==> src/rtl/fex_issue_ctrl.sv <==
// FP-unit issue controller: tracks one in-flight FP op, counts its latency and
// arbitrates its writeback against the integer pipeline's use of the int write port.
package wi23_defs;
  localparam int REGFILE_DEPTH = 5;
endpackage

module fex_issue_ctrl
  import wi23_defs::*;
#(
  parameter int LAT_ADD = 3,
  parameter int LAT_MUL = 4,
  parameter int LAT_DIV = 16,
  parameter int LAT_CVT = 2
) (
  input  logic                     clk,
  input  logic                     rst,
  input  logic                     issue_valid,
  input  logic [1:0]               issue_op,
  input  logic [REGFILE_DEPTH-1:0] issue_rd,
  input  logic                     issue_rd_int,
  input  logic                     int_wb_busy,
  input  logic                     flush,
  output logic                     issue_ready,
  output logic                     fex_start,
  output logic                     fex_busy,
  output logic                     fex_busy_er,
  output logic                     pend_valid,
  output logic [REGFILE_DEPTH-1:0] pend_rd,
  output logic                     pend_int,
  output logic                     fex_wb_valid,
  output logic [REGFILE_DEPTH-1:0] fex_wb_rd,
  output logic                     fex_wb_int
);

  typedef enum logic [1:0] {IDLE, EXEC, WB} state_t;

  state_t                     state_q;
  logic [4:0]                 cnt_q;
  logic                       pend_valid_q;
  logic [REGFILE_DEPTH-1:0]   pend_rd_q;
  logic                       pend_int_q;

  logic       wb_done;
  logic       accept;
  logic [4:0] lat_m1;

  // An int-destination writeback waits while the integer pipe owns the port.
  assign wb_done     = (state_q == WB) & ~flush & ~(pend_int_q & int_wb_busy);
  assign issue_ready = ~flush & ((state_q == IDLE) | wb_done);
  assign accept      = issue_valid & issue_ready;

  always_comb begin
    lat_m1 = 5'(LAT_ADD - 1);
    case (issue_op)
      2'b00:   lat_m1 = 5'(LAT_ADD - 1);
      2'b01:   lat_m1 = 5'(LAT_MUL - 1);
      2'b10:   lat_m1 = 5'(LAT_DIV - 1);
      default: lat_m1 = 5'(LAT_CVT - 1);
    endcase
  end

  always_ff @(posedge clk or posedge rst) begin
    if (rst) begin
      state_q      <= IDLE;
      cnt_q        <= 5'd0;
      pend_valid_q <= 1'b0;
      pend_rd_q    <= '0;
      pend_int_q   <= 1'b0;
    end else if (flush) begin
      state_q      <= IDLE;
      pend_valid_q <= 1'b0;
    end else if (accept) begin
      state_q      <= EXEC;
      cnt_q        <= lat_m1;
      pend_rd_q    <= issue_rd;
      pend_int_q   <= issue_rd_int;
      pend_valid_q <= 1'b1;
    end else begin
      case (state_q)
        EXEC: begin
          if (cnt_q == 5'd1) state_q <= WB;
          else               cnt_q   <= cnt_q - 5'd1;
        end
        WB: begin
          if (wb_done) begin
            state_q      <= IDLE;
            pend_valid_q <= 1'b0;
          end
        end
        default: state_q <= IDLE;
      endcase
    end
  end

  assign fex_start    = accept;
  assign fex_busy     = (state_q != IDLE);
  assign fex_busy_er  = wb_done;
  assign pend_valid   = pend_valid_q;
  assign pend_rd      = pend_rd_q;
  assign pend_int     = pend_int_q;
  assign fex_wb_valid = wb_done;
  assign fex_wb_rd    = pend_rd_q;
  assign fex_wb_int   = pend_int_q;

endmodule

==> config.mk <==
export PLATFORM = sky130hd
export DESIGN_NAME = fex_issue_ctrl
export DESIGN_NICKNAME = d
export VERILOG_FILES = /design/src/rtl/fex_issue_ctrl.sv
export SDC_FILE = /design/constraint.sdc
export NUM_CORES = 1
export LEC_CHECK = 0
export CAP_MARGIN = 20
export CORE_ASPECT_RATIO = 0.9
export CORE_MARGIN = 5
export CORE_UTILIZATION = 35
export CTS_CLUSTER_DIAMETER = 120
export CTS_CLUSTER_SIZE = 12
export DETAILED_ROUTE_END_ITERATION = 8
export MAX_ROUTING_LAYER = met4
export PLACE_DENSITY = 0.69
export SKIP_CTS_REPAIR_TIMING = 1
export SYNTH_ARGS = -nofsm -noshare
export SYNTH_HDL_FRONTEND = slang
export SYNTH_SLANG_ARGS = --single-unit
==> constraint.sdc <==
create_clock -name clk -period 3.8 [get_ports clk]
set_clock_uncertainty 0.15 [all_clocks]
set_input_delay 0.76 -clock clk [delete_from_list [all_inputs] [get_ports clk]]
set_output_delay 0.76 -clock clk [all_outputs]
set_load 0.05 [all_outputs]
Word-level counts from Yosys, hierarchy flattened
Index checks and enable logic that the tools add are counted.

Bits in registers: 14. Input port bits: 13. Output and inout bits: 18. Logic and storage cells: 45.

Add/subtract/negate cells: 1. Equality and inequality tests: 8. Multiplexer cells: 13. Bitwise operators: 8. Reductions and logical operators: 10.

Operators with widths (count): 2-to-1 mux 5 bit (3); case mux 4 bit (3 select lines) (1); 2-to-1 mux 2 bit (4); inequality test 4 bit, second input constant (2); AND reduction 2 bit (3); nonzero test 3 bit (2); AND 1 bit (5); == test 5 x 1 -> 1 bit, second input constant (1); subtractor 5 x 1 -> 5 bit, second input constant (1); == test 2 x 1 -> 1 bit, second input constant (2); == test 2 bit, second input constant (2); logical NOT 2 bit (2); 2-to-1 mux 1 bit (4); case mux 2 bit (2 select lines) (1); nonzero test 2 bit (2); AND reduction 3 bit (1); inequality test 2 bit, second input constant (1); inverter 1 bit (2); OR 1 bit (1).

Depth between registers and ports, before layout
Depth after elaboration: 8. Depth in mapped cells: 5. Gate-level depth less buffers: 5.

Least setup slack after synthesis
OpenSTA, ideal clock, no wires.

Kind: input port to output port. From: input port int_wb_busy. To: output port issue_ready. Data arrival time: 1.996 ns. Data required time: 2.890 ns. Setup slack: 0.894 ns. Stages: 2. Buffers on the path: 0. Path through: and3_1 -> nor3_1.

Cells in the longest elaborated chain, start to end: 5.

RTL lines: from (decl) (line 21) `input logic int_wb_busy,`; AND 1 bit (line 48) `assign wb_done = (state_q == WB) & ~flush & ~(pend_int_q & int_wb_busy);`; inverter 1 bit (line 48); AND 1 bit (line 48); OR 1 bit (line 49) `assign issue_ready = ~flush & ((state_q == IDLE) | wb_done);`; AND 1 bit (line 49); to (decl) (line 23) `output logic issue_ready,`.

No other way between the ends.

Worst setup path after layout
From: input port flush. To: output port fex_busy_er.

Cells in the longest elaborated chain, start to end: 3.

RTL lines: from (decl) (line 22) `input logic flush,`; inverter 1 bit (no line); AND 1 bit (2 in a row) (line 48); to (decl) (line 26) `output logic fex_busy_er,`.

No other way between the ends.

==> results.py <==
metrics = {
    "cells_and_area": {
        "antenna_cells_inserted": 0,
        "final.fill_count": 207,
        "final_common_cell": "sky130_fd_sc_hd__clkdlybuf4s50_1",
        "instances_no_fill": 132,
        "synthToLayoutAreaGrowth_pct": 37.62,
        "layout_common_cells": "29 x sky130_fd_sc_hd__clkdlybuf4s50_1, 14 x sky130_fd_sc_hd__dfrtp_1, 6 x sky130_fd_sc_hd__mux2_2",
        "final_nets": 121,
        "final_design_area_no_fill_sq_mm": 0.001112,
        "proportion_of_layout_cells_with_a_drive_suffix_above_1_pct": 14.29,
    },
    "clock_network": {
        "max-clock-path-buffers": 2,
        "htree_num_levels": 1,
        "clk_pin_slew_worst_paths_ns": 0.08,
        "insertion_delay_ns": 0.28,
        "cts_tree": "done",
        "numCtsBuffers": 3,
        "clock_sinks": 14,
        "cts_root_buffer": "sky130_fd_sc_hd__clkbuf_4",
    },
    "floorplanning": {
        "rows": 16,
        "coreArea_sq_mm": 0.002182,
        "die_area_sq_mm": 0.003372,
        "floorplan.initialDensity_pct": 37.04,
        "ioPinCount": 31,
        "floorplan.die.width_um": 60.66,
        "fp.dieH_um": 55.59,
    },
    "global_routing": {
        "grt_max_degree": 15,
        "first_global_vias": 681,
        "grtUsageTotal_pct": 13.15,
        "grt_pass1_wl_um": 3201,
        "gr-total-overflow": 0,
        "antenna_violations_before_repair": 0,
    },
    "drt": {
        "routed_antenna_nets": 0,
        "total_wire_length_um": 1892,
        "drt-vias-per-instance": 5.144,
        "via_count": 679,
        "post_drt_wl_per_cell_um": 14.33,
        "detail_route.first_pass.iterations": 3,
        "drc": 0,
        "first_iter_violations": 2,
    },
    "status": {
        "run_status": "finished, final reports clean",
    },
    "synth": {
        "syn-cell-area_sq_um": 808.3,
        "netlist_top_cells_area": "sky130_fd_sc_hd__dfrtp_1 43%, sky130_fd_sc_hd__mux2_2 8.4%, sky130_fd_sc_hd__buf_4 6.5%, sky130_fd_sc_hd__a31oi_1 3.1%, sky130_fd_sc_hd__ha_1 3.1%",
        "synth-warning-count": 0,
        "mappedNetlistNets": 94,
        "synth-seq-area-share_pct": 43.34,
        "synthesis.area_per_instance_sq_um": 10.23,
        "synth_top_area_share_pct": 43.34,
        "synth_cells": 79,
        "post-synth-top-area-cell": "sky130_fd_sc_hd__dfrtp_1",
        "synth-seq-cells": 14,
        "synth_cell_types": 32,
    },
    "worst_setup_path": {
        "timing.rr.start": "cnt_q[1]",
        "timing.critical_path.to_type": "output pin",
        "reg2reg_to": "cnt_q[1]",
        "critical_path_peak_fanout": 8,
        "setup.reg_to_reg.worst_slack_ns": 1.98,
        "crit_arrival_ns": 2.46,
        "timing_worst_setup_path_type": "in2out",
        "worst-path-buf-inv": 2,
        "crit_path_cell_trace": "clkdlybuf4s50_1, nor2_1, and3_1, clkdlybuf4s50_1",
        "worstSetupPathDepth": 4,
        "cp_slowest_cell": "sky130_fd_sc_hd__clkdlybuf4s50_1",
        "setup.worst_path.end": "fex_busy_er",
        "path_delay_family": "buffers and inverters",
        "worstPathRequired_ns": 2.89,
        "worst_r2r_path_depth": 5,
        "path_common_cell": "sky130_fd_sc_hd__clkdlybuf4s50_1",
        "critical_path.startpoint": "flush",
        "critical_path.startpoint_type": "primary input",
        "critical_path.max_stage_delay_ns": 0.80,
    },
    "placed_design": {
        "placement.setup.worst_slack_ns": 0.4154,
        "sum_of_net_half_perimeters_after_detailed_placement_um": 1490,
        "gp_congestion": 0.7194,
        "numPortBuffers": 30,
        "total_cell_area_at_the_placement_stage_sq_mm": 0.001076,
        "numPlacedInstances": 128,
    },
    "sta": {
        "min_period_over_period_pct": 88.57,
        "finalWorstPathRequiredPeriod_ns": 3.366,
        "setup_viol_count_final": 0,
        "timing_max_transition_violations_final": 0,
        "max_slew.worst_pin.slew_ns": 0.6700,
        "max_clock_freq_mhz": 297.1,
        "final.setup.tns_ns": 0,
        "timing.final.hold_violations": 0,
        "rsz_0062_raised_after_global_routing": "false",
        "final.setup.worst_slack_ns": 0.4344,
        "slew-limit-headroom_pct": 54.70,
    },
    "pwr": {
        "leakage_nw": 0.4601,
        "power_density_mw_per_mm2": 595.3,
        "peakVddDrop_v": 0.0002855,
    },
    "hold_path": {
        "min_from": "fex_wb_rd[3]",
        "hold-path-cell-count": 1,
        "hold_path.class": "reg2reg",
    },
    "flow_run": {
        "max-cap-violations": 0,
    },
}
[cells in the mapped netlist]
| master | count |
|---|---|
| sky130_fd_sc_hd__dfrtp_1 | 14 |
| sky130_fd_sc_hd__buf_4 | 7 |
| sky130_fd_sc_hd__mux2_2 | 6 |
| sky130_fd_sc_hd__a31oi_1 | 4 |
| sky130_fd_sc_hd__inv_1 | 4 |
| sky130_fd_sc_hd__nor3_1 | 4 |
| sky130_fd_sc_hd__o21ai_0 | 4 |
| sky130_fd_sc_hd__nand2_1 | 3 |
| sky130_fd_sc_hd__nand3_1 | 3 |
| sky130_fd_sc_hd__a21oi_1 | 2 |
| sky130_fd_sc_hd__and3_1 | 2 |
| sky130_fd_sc_hd__ha_1 | 2 |
| sky130_fd_sc_hd__nor2_1 | 2 |
| sky130_fd_sc_hd__nor2b_1 | 2 |
| sky130_fd_sc_hd__or3_1 | 2 |
| sky130_fd_sc_hd__or4b_1 | 2 |
| sky130_fd_sc_hd__a211o_1 | 1 |
| sky130_fd_sc_hd__a211oi_1 | 1 |
| sky130_fd_sc_hd__a21bo_2 | 1 |
| sky130_fd_sc_hd__buf_6 | 1 |
| sky130_fd_sc_hd__inv_2 | 1 |
| sky130_fd_sc_hd__nand4b_1 | 1 |
| sky130_fd_sc_hd__nand4bb_1 | 1 |
| sky130_fd_sc_hd__nor3b_1 | 1 |
| sky130_fd_sc_hd__nor4_1 | 1 |
| sky130_fd_sc_hd__nor4b_1 | 1 |
| sky130_fd_sc_hd__o22ai_1 | 1 |
| sky130_fd_sc_hd__o31ai_1 | 1 |
| sky130_fd_sc_hd__or2_2 | 1 |
| sky130_fd_sc_hd__or2b_1 | 1 |
| sky130_fd_sc_hd__or3b_1 | 1 |
| sky130_fd_sc_hd__or3b_4 | 1 |
[final cells by class]
cell class              instances  area (sq um)  share of cell area (%)
multi-input cells              52         375.4                   33.75
repair buffers                 30         297.8                   26.77
inverters                       5         18.77                   1.687
flip-flops and latches         14         350.3                   31.50
clock buffers                   4         36.28                   3.262
well taps                      27         33.78                   3.037
[cells by family after synthesis]
family	count (synthesis)	share of synthesized area (%)
DFF	14	43.34
AOI/OAI and AO/OA	15	11.77
buffers and inverters	13	10.22
and+or+nand+nor	29	23.22
adders and majority gates	2	3.095
muxes	6	8.359
[routing by layer]
metal | track usage (%) | wire (um) | part of all wire [%]
met5 | - | 0 | 0
met3 | 3.016 | 84 | 4.4
met2 | 22.75 | 1011 | 53
met1 | 13.90 | 762 | 40
met4 | 5.573 | 33 | 1.7
[registers in the layout, summed over array words and instances (netlist names)]
name / cells
fex_wb_rd: 5
fex_wb_int: 1
cnt_q: 5
pend_valid: 1
state_q: 2
[power breakdown]
group	internal [mW]	leakage, nW	switching [mW]
sequential	0.185	0.169	0.0405
combinational	0.125	0.270	0.203
clock	0.0583	0.0210	0.0502
total	0.368	0.460	0.294
[stage by stage]
step,total power [mW],hold slack [ns],utilization [%]
after floorplan,0.4685,0.3798,-
after global placement,0.5508,0.3628,49.31
after detailed placement,0.5590,0.3737,49.31
after CTS,0.6722,0.3949,50.97
after global routing,0.7031,0.4352,50.97
final,0.6622,0.3910,50.97
[worst min path at each step]
| stage | end |
|---|---|
| 2_1_floorplan | pend_valid |
| 3_3_place_gp | fex_wb_rd[3] |
| 3_5_place_dp | fex_wb_rd[3] |
| 4_1_cts | fex_wb_rd[3] |
| 5_1_grt | fex_wb_rd[3] |
| 6_report | fex_wb_rd[3] |
No activity file was read; power rests on OpenSTA's default activity.
